--- config.mk ---
export PLATFORM = sky130hd
export DESIGN_NAME = laser_fire_ctrl
export DESIGN_NICKNAME = d
export VERILOG_FILES = /design/src/rtl/laser_fire_ctrl.sv
export SDC_FILE = /design/constraint.sdc
export NUM_CORES = 1
export LEC_CHECK = 0
export ABC_AREA = 1
export BUFFER_PORTS_ARGS = -buffer_cell sky130_fd_sc_hd__buf_2
export CORE_MARGIN = 3
export CORE_UTILIZATION = 30
export CTS_CLUSTER_SIZE = 30
export DETAILED_ROUTE_END_ITERATION = 8
export PLACE_DENSITY = 0.55
export SLEW_MARGIN = 5
export SYNTH_ARGS = -nofsm -noshare
export SYNTH_HDL_FRONTEND = slang
export SYNTH_SLANG_ARGS = --single-unit
--- constraint.sdc ---
create_clock -name frame_clk -period 4.6 [get_ports frame_clk]
set_input_delay 0.92 -clock frame_clk [delete_from_list [all_inputs] [get_ports frame_clk]]
set_output_delay 0.92 -clock frame_clk [all_outputs]
set_load 0.005 [all_outputs]
--- src/rtl/laser_fire_ctrl.sv ---
// Shot scheduler: turns fire keypresses into laser shots in a fixed slot pool, one update per frame.
// Optional build macro AUTO_FIRE_EN: a held FIRE_KEY re-fires every COOLDOWN frames.
module laser_fire_ctrl #(
    parameter int          NUM_SHOTS = 4,
    parameter int          COOLDOWN  = 8,
    parameter int          SHOT_STEP = 6,
    parameter logic [7:0]  FIRE_KEY  = 8'h1A,
    parameter logic [7:0]  START_KEY = 8'h2C
) (
    input  logic                      frame_clk,
    input  logic                      Reset,
    input  logic [7:0]                keycode,
    input  logic [9:0]                ShipX,
    input  logic [9:0]                ShipY,
    input  logic [9:0]                ShipSX,
    input  logic [NUM_SHOTS-1:0]      hit,
    output logic [NUM_SHOTS-1:0]      ShotActive,
    output logic [10*NUM_SHOTS-1:0]   ShotX,
    output logic [10*NUM_SHOTS-1:0]   ShotY,
    output logic                      fire_pulse,
    output logic [7:0]                shot_count,
    output logic                      fsm_state
);

    typedef enum logic {READY = 1'b0, COOL = 1'b1} state_t;

    localparam logic [7:0] CD_LOAD = 8'(COOLDOWN - 1);
    localparam logic [9:0] STEP    = 10'(SHOT_STEP);

    state_t               state_q, state_d;
    logic [7:0]           cnt_q, cnt_d;
    logic [7:0]           prev_key;
    logic [9:0]           x_q [NUM_SHOTS];
    logic [9:0]           y_q [NUM_SHOTS];
    logic                 press, accept, start, free_found;
    logic [NUM_SHOTS-1:0] alloc_oh;
    logic [9:0]           spawn_x;

    assign start = (keycode == START_KEY);
`ifdef AUTO_FIRE_EN
    assign press = (keycode == FIRE_KEY);
`else
    assign press = (keycode == FIRE_KEY) && (prev_key != FIRE_KEY);
`endif
    assign spawn_x   = ShipX + (ShipSX >> 1);
    assign fsm_state = state_q;

    // Lowest-index free slot, judged on pre-edge activity so a slot freed this frame waits one frame.
    always_comb begin
        alloc_oh   = '0;
        free_found = 1'b0;
        for (int i = 0; i < NUM_SHOTS; i++) begin
            if (!ShotActive[i] && !free_found) begin
                alloc_oh[i] = 1'b1;
                free_found  = 1'b1;
            end
        end
    end

    assign accept = !start && press && (state_q == READY) && free_found;

    always_comb begin
        state_d = state_q;
        cnt_d   = cnt_q;
        if (start) begin
            state_d = READY;
            cnt_d   = '0;
        end else begin
            case (state_q)
                READY: begin
                    if (accept && (CD_LOAD != 8'd0)) begin
                        state_d = COOL;
                        cnt_d   = CD_LOAD;
                    end
                end
                COOL: begin
                    cnt_d = cnt_q - 8'd1;
                    if (cnt_q == 8'd1) state_d = READY;
                end
                default: begin
                    state_d = READY;
                    cnt_d   = '0;
                end
            endcase
        end
    end

    always_ff @(posedge frame_clk or negedge Reset) begin
        if (!Reset) begin
            state_q <= READY;
            cnt_q   <= '0;
        end else begin
            state_q <= state_d;
            cnt_q   <= cnt_d;
        end
    end

    // Spawned shots do not move in their spawn frame; hit beats the top-edge retire.
    always_ff @(posedge frame_clk or negedge Reset) begin
        if (!Reset) begin
            ShotActive <= '0;
            fire_pulse <= 1'b0;
            shot_count <= '0;
            prev_key   <= '0;
            for (int i = 0; i < NUM_SHOTS; i++) begin
                x_q[i] <= '0;
                y_q[i] <= '0;
            end
        end else begin
            prev_key   <= keycode;
            fire_pulse <= accept;
            if (accept) shot_count <= shot_count + 8'd1;
            for (int i = 0; i < NUM_SHOTS; i++) begin
                if (start) begin
                    ShotActive[i] <= 1'b0;
                end else if (accept && alloc_oh[i]) begin
                    ShotActive[i] <= 1'b1;
                    x_q[i]        <= spawn_x;
                    y_q[i]        <= ShipY;
                end else if (ShotActive[i]) begin
                    if (hit[i]) begin
                        ShotActive[i] <= 1'b0;
                    end else if (y_q[i] < STEP) begin
                        ShotActive[i] <= 1'b0;
                    end else begin
                        y_q[i] <= y_q[i] - STEP;
                    end
                end
            end
        end
    end

    always_comb begin
        ShotX = '0;
        ShotY = '0;
        for (int i = 0; i < NUM_SHOTS; i++) begin
            ShotX[10*i +: 10] = x_q[i];
            ShotY[10*i +: 10] = y_q[i];
        end
    end

endmodule
Word-level counts from Yosys, hierarchy flattened
Index checks and enable logic that the tools add are counted.
Widths: inputs -> output; s select.
{"block": "classes", "add_sub_neg": 7, "n_lt_le_gt_ge": 4, "eq_ne": 13, "muxes": 50, "bitwise_logic": 2, "n_reduce_logical": 29}
{"cell": "$mux 10", "count": 16}
{"cell": "$lt 10x3->1 const B", "count": 4}
{"cell": "$sub 10x3->10 const B", "count": 4}
{"cell": "$mux 1", "count": 30}
{"cell": "$mux 8", "count": 2}
{"cell": "$pmux 8 s2", "count": 1}
{"cell": "$reduce_and 4->1", "count": 4}
{"cell": "$logic_and 1x1->1", "count": 11}
{"cell": "$add 10x9->10", "count": 1}
{"cell": "$add 8x1->8 const B", "count": 1}
{"cell": "$eq 8x1->1 const B", "count": 1}
{"cell": "$eq 8x5->1 const B", "count": 1}
{"cell": "$eq 8x6->1 const B", "count": 1}
{"cell": "$ne 2x1->1 const B", "count": 4}
{"cell": "$ne 2x2->1 const B", "count": 4}
{"cell": "$ne 8x5->1 const B", "count": 1}
{"cell": "$reduce_and 2->1", "count": 4}
{"cell": "$reduce_bool 2->1", "count": 4}
{"cell": "$sub 8x1->8 const B", "count": 1}
{"cell": "$logic_not 1->1", "count": 6}
{"cell": "$ne 3x3->1 const B", "count": 1}
{"cell": "$not 1->1", "count": 2}
{"cell": "$pmux 1 s2", "count": 1}
{"block": "totals", "register_bits": 110, "inputBits": 44, "output_inout_bits": 94, "elab_cells": 119}

Logic depth before layout (Yosys ltp)
{"block": "depth", "depth_word": 13, "mapped_depth": 12, "mapped_depth_nobuf": 11}

Worst setup path before layout
Ideal clock, no wire load.
{"block": "synth_timing", "kind": "in2reg", "startpoint": "input ShipX[0]", "endpoint": "register x_q (netlist bit ShotX[6])", "setup_ns": 0.066, "arrival_ns": 2.150, "t_required_ns": 4.534, "slack_ns": 2.384, "path_stages": 9, "path_buffers": 0, "cell_sequence": "ha_1 > fa_1 > nand3_1 > nand2_1 > nand3_1 > nand2_1 > xor2_1 > nand2_1 > nand2_1"}
{"block": "synth_between", "elab_chain_len": 1}
{"item": "start: declaration", "line": "13", "text": "input logic [9:0] ShipX,"}
{"item": "$add 10x9->10", "line": "45", "text": "assign spawn_x = ShipX + (ShipSX >> 1);"}
{"item": "end signal: indexed assignment", "line": "118", "text": "x_q[i] <= spawn_x;"}
{"item": "end: declaration", "line": "33", "text": "logic [9:0] x_q [NUM_SHOTS];"}
No other way between the ends.
A chain may end at the register's enable or synchronous reset.

Final worst setup path
{"block": "layout_timing", "startpoint": "input keycode[2]", "endpoint": "register y_q (netlist bit ShotY[12])"}
{"block": "layout_between", "elab_chain_len": 8, "elab_cells_between_ends": 14, "cone_classes": "4 x eq/ne; 1 x mux; 1 x bitwise; 8 x reduce/logical"}
{"item": "start: declaration", "line": "12", "text": "input logic [7:0] keycode,"}
{"item": "$eq 8x6->1 or $eq 8x5->1 (tied branches)", "line": "39, 43"}
{"item": "$logic_not 1->1 or $logic_and 1x1->1 (tied branches)", "line": "60, 43"}
{"item": "$logic_and 1x1->1 (3 in series)", "line": "60", "text": "assign accept = !start && press && (state_q == READY) && free_found;"}
{"item": "$logic_and 1x1->1", "line": "116", "text": "end else if (accept && alloc_oh[i]) begin"}
{"item": "$ne 2x2->1 (no source line) (tied with other cells)"}
{"item": "$reduce_and 4->1 (no source line)"}
{"item": "end signal: indexed assignment", "line": "119", "text": "y_q[i] <= ShipY;"}
{"item": "end signal: indexed assignment", "line": "126", "text": "y_q[i] <= y_q[i] - STEP;"}
{"item": "end: declaration", "line": "34", "text": "logic [9:0] y_q [NUM_SHOTS];"}
Parallel ways exist; a longest one is shown, timed or not.

==> key figures <==
Hold path
  – Hold Crit Class: reg -> reg
  – Hold Path Sink: shot_count[7]$_DFFE_PN0N_
  – Hold path start: shot_count[7]$_DFFE_PN0N_
  – Hold depth: 1

Clocking
  – CTS resizes: 0
  – CTS Sinks: 110
  – Root buf cell: clkbuf_16
  – Total CTS buffers: 9
  – H-tree Lvls: 3
  – Hold Buf Count CTS: 0
  – Setup repair bufs after CTS: 0
  – Clock buffer depth: 2
  – Clk slew on worst S/H paths: 0.07 ns
  – CTS tree: done
  – Clk Latency, worst-skew pair: 0.36 ns

Synthesis
  – Synth Area in Compound Gates: 4.43%
  – Main synth FF type: dfrtp_1
  – Register area share after synthesis: 45.4%
  – Mapped Area: 6070 um2
  – Post-Synth Adder-Cell Area: 3.63%
  – Ys Warns: 0
  – Synth Area in XOR/XNOR: 4.91%
  – Area leader, netlist: dfrtp_1
  – Post-Syn Instances: 810
  – Multiplexer area fraction after synthesis: 0%
  – Post-synth net total: 871
  – Largest family of logic cells by synthesized area: simple AND/OR/NAND/NOR gates
  – Netlist cell types: 35
  – Seq cells post-synth: 110
  – Area share of the largest cell type after synthesis: 45.4%
  – Avg Inst Size Synth: 7.49 um2
  – Top post-synthesis cells by area: dfrtp_1 (45%), nand2_1 (19%), nor2_1 (5.6%)
  – Number of synthesized flops with an enable pin: 0
  – Async set or reset register ratio after synthesis: 100%
  – Simple-gate share of the synthesized area: 35.6%

STA
  – Max-slew violation count: 0
  – Hold WS: 0.461 ns
  – RSZ-0062 raised after global routing: no
  – Aggregate negative setup slack: 0 ns
  – Endpoints failing setup: 0
  – Worst clock skew: 0.0126 ns
  – Final period util: 61.4%
  – Worst slew margin: 50.3%
  – Hold Violations, Final: 0
  – Tightest Pin Transition: 0.745 ns
  – Min Clock Period, post-route: 2.83 ns
  – Achievable frequency: 0.354 GHz

Place
  – Port Buffers: 136
  – Placed inst area: 7010 um2
  – Placer Congestion: 0.866
  – Dpl hpwl: 13200 um

Worst setup path
  – Worst Path Arrival: 3.12 ns
  – CP max FO: 32
  – Worst Setup SP: keycode[2]
  – Reg2Reg Depth: 9
  – Worst reg2reg startpoint: fsm_state$_DFF_PN0_
  – CP Capture Type: flip-flop
  – End of the worst register-to-register path: ShotY[12]$_DFFE_PN0P_
  – Critical Path Max Stage Delay: 0.60 ns
  – Critical Path RT: 4.89 ns
  – Critical path type: in -> reg
  – Slowest cell on the critical path: nand3_2
  – Crit path top cell by count: nand3_1
  – Worst reg-to-reg setup slack: 2.04 ns
  – CP Cell Sequence: buf_2, nor3_1, nand3_1, nor2_4, nand3_2, nand2_2, nand3_1, nand2_1
  – Startpoint Class: primary input

Global route
  – Initial antenna violation count: 0
  – Vias in the first global route: 5339
  – All-Layer GR Usage: 16.2%
  – Global-route wire length before repair: 28400 um
  – Largest net degree at the start of global routing: 57
  – Total congestion overflow: 0

Route
  – Post-DR vias/cell: 4.57
  – Post-DRT Antenna Nets: 0
  – First-pass DRT Iterations: 5
  – WL/cell: 14.5 um
  – DRC viols: 0
  – Routed vias: 5556
  – DRT iter0 DRCs: 235
  – Final wirelength: 17600 um

Floorplan
  – Core ar.: 19700 um2
  – Row cnt: 51
  – Die W: 148 um
  – Die height: 148 um
  – Die area: 22000 um2
  – Number of top-level pins: 138
  – Starting Density: 30.9%

Cells and area
  – Filler cell count in the final layout: 2119
  – Final instance area: 7300 um2
  – Antenna diode count: 0
  – Area occupied by multi-input gates: 2950 um2
  – Layout cell share with drive strength beyond 1: 19.4%
  – Nets: 1006
  – Reg area: 2750 um2
  – P&R area growth vs syn: 20.4%

Power
  – Pleak: 4.25 nW
  – P per Cell Area: 317 nW/um2
  – Peak supply drop: 0.174 mV

Job
  – Max-Cap Viols: 0

Run status
  – Status: completed
synth_stat cells, types with 3 or more instances:
library cell	n
a21oi_1	8
dfrtp_1	110
xor2_1	27
a31oi_1	3
inv_1	66
nand2_2	6
inv_2	5
ha_1	16
buf_6	3
nor2_4	3
nor2_2	3
o21ai_0	30
nand2_1	315
or2_2	3
buf_2	8
nand4_1	24
nor2_1	91
nand3_2	4
xnor2_1	7
nor3_1	5
nand3_1	54
through the flow:
stage | std cells | total power [mW] | utilization (%) | setup WS [ns]
6_report | 1215 | 2.32 | 37.2 | 1.77
5_1_grt | 1215 | 2.46 | 37.2 | 1.47
4_1_cts | 1215 | 2.35 | 37.2 | 1.82
3_5_place_dp | 1199 | 1.56 | 35.7 | 1.45
3_3_place_gp | 1199 | 1.56 | 35.7 | 1.44
2_1_floorplan | 810 | 1.39 | - | 2.38
logic make-up after synthesis:
kind of cell / Yosys count
AND/OR/NAND/NOR: 513
flip-flops: 110
buffers and inverters: 88
AO/OA/AOI/OAI: 48
XOR/XNOR: 34
adder cells (fa/ha/maj): 17
flip-flops by register name (all words and copies together) (netlist names):
name / cells
ShotX: 40
ShotY: 40
cnt_q: 8
prev_key: 8
shot_count: 8
ShotActive: 4
fire_pulse: 1
fsm_state: 1
critical path: cells and delay by family:
family | cells | cell delay [ns]
buffers and inverters | 1 | 0.13
and+or+nand+nor | 7 | 2.06
cell usage in the layout (no fill, tap or decap), types with 3 or more instances in the layout:
| cell type | netlist | routed |
|---|---|---|
| nor3_1 | 5 | 5 |
| a21oi_1 | 8 | 8 |
| nor2_4 | 3 | 3 |
| a31oi_1 | 3 | 3 |
| xor2_1 | 27 | 27 |
| buf_2 | 8 | 135 |
| nor2_2 | 3 | 3 |
| ha_1 | 16 | 16 |
| buf_4 | 0 | 4 |
| nand3_2 | 4 | 4 |
| nand2_2 | 6 | 6 |
| o21ai_0 | 30 | 30 |
| nand2_1 | 315 | 315 |
| nand4_1 | 24 | 24 |
| inv_2 | 5 | 5 |
| dfrtp_1 | 110 | 110 |
| clkbuf_16 | 0 | 9 |
| inv_1 | 66 | 66 |
| nand3_1 | 54 | 54 |
| or2_2 | 3 | 3 |
| nor2_1 | 91 | 91 |
| inv_6 | 0 | 4 |
| xnor2_1 | 7 | 7 |
layout make-up:
class,instances,share of cell area [%]
Clock inverter,7,0.857
Tap cell,265,4.54
Inverter,73,3.77
Clock buffer,9,3.08
Multi-Input combinational cell,612,40.4
Timing Repair Buffer,139,9.66
Sequential cell,110,37.7
worst max path at each step:
stage | slack, ns | depth (start not counted) | endpoint
2_1_floorplan | 2.38 | 9 | ShotX[6]$_DFFE_PN0P_
3_3_place_gp | 1.44 | 11 | ShotY[12]$_DFFE_PN0P_
3_5_place_dp | 1.45 | 11 | ShotY[12]$_DFFE_PN0P_
4_1_cts | 1.82 | 8 | ShotY[12]$_DFFE_PN0P_
5_1_grt | 1.47 | 9 | ShotY[13]$_DFFE_PN0P_
6_report | 1.77 | 8 | ShotY[12]$_DFFE_PN0P_
where the power goes:
group / leakage, nW / switching [mW] / internal [mW]
logic: 2.63 / 0.273 / 0.165
clock network: 0.139 / 0.392 / 0.381
registers: 1.47 / 0.0715 / 1.03
layer usage:
layer / global-route usage, % / share of wire, % / up-vias
met5: 0 / 0 / -
met3: 5.33 / 7.4 / 26
met1: 20.7 / 44 / 2561
met4: 4.99 / 2.3 / 0
li1: - / - / 2821
met2: 26.3 / 46 / 148
Power figures use the tool's default switching activity.
